$ cat config.mk
export PLATFORM = sky130hd
export DESIGN_NAME = spi_master_12_flat
export DESIGN_NICKNAME = d
export VERILOG_FILES = /design/src/rtl/spi_master_12_if.sv /design/src/rtl/spi_master_12.sv /design/src/flat_wrapper.sv
export SDC_FILE = /design/constraint.sdc
export NUM_CORES = 1
export LEC_CHECK = 0
export ABC_CLOCK_PERIOD_IN_PS = 2100
export CORE_MARGIN = 4
export CORE_UTILIZATION = 45
export DETAILED_ROUTE_END_ITERATION = 8
export PLACE_DENSITY = 0.7
export SYNTH_ARGS = -nofsm -noshare
export SYNTH_HDL_FRONTEND = slang
export SYNTH_SLANG_ARGS = --single-unit
$ cat constraint.sdc
create_clock -name clk -period 2.1 [get_ports clk]
set_input_delay 0.21 -clock clk [delete_from_list [all_inputs] [get_ports clk]]
set_output_delay 0.21 -clock clk [all_outputs]
set_load 0.02 [all_outputs]
$ cat src/rtl/spi_master_12_if.sv
// Bus bundle between the SPI master, its system-side controller and the 12-bit slave.
// The master modport is the view taken by spi_master_12. The slave modport is the view taken by the far side.
interface spi_master_12_if #(
  parameter int m = 12
);
  logic         ST;
  logic [m-1:0] DI;
  logic         MISO;
  logic         SCLK;
  logic         MOSI;
  logic         LOAD;
  logic [m-1:0] MRX_DAT;
  logic         BUSY;
  logic         DONE;

  modport master (
    input  ST, DI, MISO,
    output SCLK, MOSI, LOAD, MRX_DAT, BUSY, DONE
  );

  modport slave (
    output ST, DI, MISO,
    input  SCLK, MOSI, LOAD, MRX_DAT, BUSY, DONE
  );
endinterface

$ cat src/rtl/spi_master_12.sv
// SPI master for the 12-bit slave shifter: m data SCLK periods then one LOAD period per frame.
// Receives the reply word on SCLK falling edges. All outputs are registered.
module spi_master_12 #(
  parameter int m   = 12,
  parameter int DIV = 4
) (
  input  logic             clk,
  input  logic             clr,
  spi_master_12_if.master  bus
);

  typedef enum logic [1:0] {
    IDLE  = 2'd0,
    SHIFT = 2'd1,
    LDP   = 2'd2
  } state_t;

  localparam int DW = $clog2(DIV) + 1;
  localparam int BW = $clog2(m + 1);
  localparam logic [DW-1:0] DIV_LAST = DW'(DIV - 1);
  localparam logic [BW-1:0] BIT_LAST = BW'(m - 1);

  state_t        state_r;
  logic [DW-1:0] div_cnt_r;
  logic [BW-1:0] bit_cnt_r;
  logic [m-1:0]  sr_tx_r;
  logic [m-1:0]  sr_rx_r;
  logic          phase_end_s;

  assign phase_end_s = (div_cnt_r == DIV_LAST);

  // Frame sequencer: SCLK phase timing, shift registers and all registered outputs.
  always_ff @(posedge clk or posedge clr) begin
    if (clr) begin
      state_r     <= IDLE;
      div_cnt_r   <= '0;
      bit_cnt_r   <= '0;
      sr_tx_r     <= '0;
      sr_rx_r     <= '0;
      bus.SCLK    <= 1'b0;
      bus.MOSI    <= 1'b0;
      bus.LOAD    <= 1'b0;
      bus.MRX_DAT <= '0;
      bus.BUSY    <= 1'b0;
      bus.DONE    <= 1'b0;
    end else begin
      bus.DONE <= 1'b0;
      case (state_r)
        IDLE: begin
          div_cnt_r <= '0;
          bit_cnt_r <= '0;
          bus.SCLK  <= 1'b0;
          if (bus.ST) begin
            sr_tx_r  <= bus.DI;
            bus.MOSI <= bus.DI[m-1];
            bus.BUSY <= 1'b1;
            state_r  <= SHIFT;
          end else begin
            state_r <= IDLE;
          end
        end

        SHIFT: begin
          if (phase_end_s) begin
            div_cnt_r <= '0;
            if (!bus.SCLK) begin
              bus.SCLK <= 1'b1;
            end else begin
              // Falling edge: take the reply bit and present the next transmit bit.
              bus.SCLK <= 1'b0;
              sr_rx_r  <= {sr_rx_r[m-2:0], bus.MISO};
              sr_tx_r  <= {sr_tx_r[m-2:0], 1'b0};
              if (bit_cnt_r == BIT_LAST) begin
                bit_cnt_r <= '0;
                bus.MOSI  <= 1'b0;
                bus.LOAD  <= 1'b1;
                state_r   <= LDP;
              end else begin
                bit_cnt_r <= bit_cnt_r + BW'(1);
                bus.MOSI  <= sr_tx_r[m-2];
              end
            end
          end else begin
            div_cnt_r <= div_cnt_r + DW'(1);
          end
        end

        LDP: begin
          if (phase_end_s) begin
            div_cnt_r <= '0;
            if (!bus.SCLK) begin
              bus.SCLK <= 1'b1;
            end else begin
              bus.SCLK    <= 1'b0;
              bus.LOAD    <= 1'b0;
              bus.MRX_DAT <= sr_rx_r;
              bus.DONE    <= 1'b1;
              bus.BUSY    <= 1'b0;
              state_r     <= IDLE;
            end
          end else begin
            div_cnt_r <= div_cnt_r + DW'(1);
          end
        end

        default: begin
          state_r   <= IDLE;
          div_cnt_r <= '0;
          bit_cnt_r <= '0;
          bus.SCLK  <= 1'b0;
          bus.MOSI  <= 1'b0;
          bus.LOAD  <= 1'b0;
          bus.BUSY  <= 1'b0;
        end
      endcase
    end
  end

endmodule

$ cat src/flat_wrapper.sv
// flat-port wrapper written by rule: the top's interface ports become plain ports
module spi_master_12_flat 
#(
  parameter int m   = 12,
  parameter int DIV = 4
)
  (clk, clr, bus_ST, bus_DI, bus_MISO, bus_SCLK, bus_MOSI, bus_LOAD, bus_MRX_DAT, bus_BUSY, bus_DONE);
  spi_master_12_if #(.m(m)) bus_i ();
  input  logic clk;
  input  logic clr;
  input wire logic [$bits(bus_i.ST)-1:0] bus_ST;
  input wire logic [$bits(bus_i.DI)-1:0] bus_DI;
  input wire logic [$bits(bus_i.MISO)-1:0] bus_MISO;
  output wire logic [$bits(bus_i.SCLK)-1:0] bus_SCLK;
  output wire logic [$bits(bus_i.MOSI)-1:0] bus_MOSI;
  output wire logic [$bits(bus_i.LOAD)-1:0] bus_LOAD;
  output wire logic [$bits(bus_i.MRX_DAT)-1:0] bus_MRX_DAT;
  output wire logic [$bits(bus_i.BUSY)-1:0] bus_BUSY;
  output wire logic [$bits(bus_i.DONE)-1:0] bus_DONE;
  assign bus_i.ST = bus_ST;
  assign bus_i.DI = bus_DI;
  assign bus_i.MISO = bus_MISO;
  assign bus_SCLK = bus_i.SCLK;
  assign bus_MOSI = bus_i.MOSI;
  assign bus_LOAD = bus_i.LOAD;
  assign bus_MRX_DAT = bus_i.MRX_DAT;
  assign bus_BUSY = bus_i.BUSY;
  assign bus_DONE = bus_i.DONE;
  spi_master_12 #(.m(m), .DIV(DIV)) u_core (.clk(clk), .clr(clr), .bus(bus_i));
endmodule
==> key figures <==
STA
  – Final min period: 1.85 ns
  – RSZ-0062 raised after global routing: false
  – Final setup vio count: 0
  – Relative slew slack: 72.9%
  – Setup tns final: 0 ns
  – Slew @ Worst Pin: 0.396 ns
  – Fin. Hold Viols: 0
  – Peak Freq: 540 MHz
  – Final Skew: 0.00649 ns
  – Final slew viol count: 0
  – Tcrit/Tclk final: 88.1%

Floorplan
  – Std cell rows: 26
  – Core Area: 0.00511 mm²
  – IO Pins: 33
  – Die area: 0.00647 mm²
  – Initial Utilization: 46.3%
  – Die height: 80.5 µm
  – Die X: 80.5 µm

Synthesis
  – Synthesis-stage register bit count: 49
  – Seq/Total Area, Yosys: 51.9%
  – Post-synth EDFFs: 0
  – Synthesized instance count: 164
  – Mapped Nets: 186
  – Mapped Area: 0.00236 mm²
  – Area leader, netlist: dfrtp_1
  – Cell variety after synth: 37
  – Syn avg cell area: 14.4 µm²
  – Top cells by area, synth: dfrtp_1, mux2_4, mux2_2
  – Post-synth ARST share: 100%
  – Top_reg_cell synth: dfrtp_1
  – Area fraction of the dominant cell type after synthesis: 51.9%
  – Most instantiated library cell after synthesis: dfrtp_1
  – Post-synth top cells: dfrtp_1, mux2_4, mux2_2, inv_1, ha_1
  – Syn. warnings: 0

Global route
  – GRT Util Overall: 14.4%
  – First-pass GRT wire length: 7170 µm
  – Gr ovfl total: 0
  – Initial antenna violation count: 0
  – Largest net degree at the start of global routing: 34
  – Vias in the first global route: 1,497

Pwr
  – P per Cell Area: 559 mW/mm²
  – Maximum vdd ir drop: 0.369 mV
  – Leakage: 1.43 nW
  – Overall power: 1.59 mW

Placed design
  – # port buffers: 32
  – HPWL Detailed: 3010 µm
  – Gp weighted congestion: 0.789

Cells and area
  – Post-layout nets: 221
  – Post-layout util: 55.5%
  – Area delta synth->final: 20.1%
  – Diodes inserted: 0
  – FILL cells: 430
  – Share of cells above drive strength 1: 30.0%

Setup path
  – R2R Setup Slk: 0.25 ns
  – CP Capture Type: flip-flop
  – Critical path class: flip-flop to flip-flop
  – Worst Path Arrival: 2.05 ns
  – R2R cell count: 6
  – Reg-to-reg critical path startpoint: u_core.state_r[0]
  – CP Data Required Time: 2.30 ns
  – Crit path launch type: flip-flop
  – Crit Path Max Fanout: 11
  – RR Endpoint: u_core.sr_tx_r[4]

Drt
  – Average routed wire per standard cell: 15.5 µm
  – Total Routed Length: 4180 µm
  – Via density: 5.09
  – Drc violations: 0
  – Final ANT Viol Nets: 0
  – Vias: 1,373
  – DRT iter0 DRCs: 48
  – TritonRoute pass-1 iters: 4

Clock network
  – Max clock buf depth: 2
  – Num Clock Sinks: 49
  – H-tree Lvls: 2
  – Post-cts gate resize count: 0
  – Root buffer cell: clkbuf_8
  – Num CTS Buffers: 5
  – CTS hold repair buffers: 0
  – Setup repair bufs after CTS: 0
  – CTS tree: built
  – Clock edge transition at the registers on the reported setup and hold paths: 0.09 ns
  – Later-pin clock latency in the skew report: 0.31 ns

Outcome
  – Status: finished, final reports clean

Run
  – Max-cap violations: 0

Worst hold path
  – Worst Hold Class: input port to asynchronous set/reset pin
## cell families (layout without fill, tap and decap cells)
kind of cell / after synthesis / count (layout) / synth area share, %
AOI/OAI and AO/OA: 17 / 17 / 5.98
xor gates and xnor gates: 1 / 1 / 0.371
adders and majority gates: 6 / 6 / 3.18
buffers and inverters: 19 / 55 / 4.55
DFF: 49 / 49 / 51.9
muxes: 48 / 48 / 27.2
and+or+nand+nor: 24 / 24 / 6.83
## state kept, by name, indices dropped and copies added (netlist names)
signal / count
u_core.bus.MOSI: 1
u_core.sr_rx_r: 12
u_core.bit_cnt_r: 4
u_core.state_r: 2
u_core.bus.LOAD: 1
u_core.div_cnt_r: 3
u_core.bus.BUSY: 1
u_core.bus.SCLK: 1
u_core.sr_tx_r: 11
u_core.bus.DONE: 1
u_core.bus.MRX_DAT: 12
## critical path, cell delays in order, from the launching register on
cell     delay, ns
dfrtp_1       0.42
inv_1         0.11
ha_1          0.31
mux2i_1       0.33
a21oi_2       0.05
buf_4         0.20
mux2_4        0.31
## stage by stage
step	hold WS, ns	worst slack (ns)	instances	instance area (µm²)
after global routing	0.233	0.115	270	2840
after floorplan	0.355	0.477	164	2360
after CTS	0.213	0.242	270	2840
final	0.200	0.249	270	2840
after detailed placement	0.427	0.263	262	2750
after global placement	0.419	0.391	262	2750
## where the power goes
group	switching [mW]	total [mW]	internal [mW]
registers	0.00606	0.956	0.950
clock network	0.332	0.569	0.237
logic	0.0253	0.0617	0.0364
total	0.363	1.59	1.22
## how the worst max path moves through the flow
stage,startpoint,endpoint,slack (ns),depth (start not counted)
after floorplan,u_core.state_r[0],u_core.sr_tx_r[10],0.48,7
after global placement,u_core.state_r[0],u_core.sr_tx_r[5],0.39,6
after detailed placement,u_core.state_r[0],u_core.sr_tx_r[4],0.26,6
after CTS,u_core.state_r[0],u_core.sr_tx_r[4],0.24,6
after global routing,u_core.state_r[1],u_core.bit_cnt_r[3],0.11,6
final,u_core.state_r[0],u_core.sr_tx_r[4],0.25,6
## area by class of cell
cell class                 count  area, µm²  share of cell area [%]
sequential                    49       1230                    43.2
multi-input combinational     96       1030                    36.3
timing repair buffer          36        363                    12.8
tap                           70       87.6                    3.09
clock buffer                   5       68.8                    2.43
inverter                      11       41.3                    1.46
clock inverter                 3       21.3                   0.750
## layer usage
metal / routed length (µm) / share of wire (%) / track usage [%] / vias up
met5: 0 / 0 / 0 / -
met4: 85 / 2.0 / 6.59 / 0
met3: 187 / 4.5 / 3.70 / 8
met2: 2080 / 50 / 23.5 / 26
met1: 1820 / 44 / 17.9 / 687
li1: - / - / - / 652
## layout by cell type (no fill, tap or decap), drive strengths merged, types with 2 or more instances in the layout
cell type      instances
a211oi                 3
nand2                  6
clkdlybuf4s50         32
a21oi                  2
ha                     6
nand3                  3
nand3b                 2
inv                   12
mux2i                  3
nor2                   4
a211o                  3
dfrtp                 49
clkbuf                 5
o32ai                  2
mux2                  45
a21o                   2
buf                    4
No activity file was read; power rests on OpenSTA's default activity.
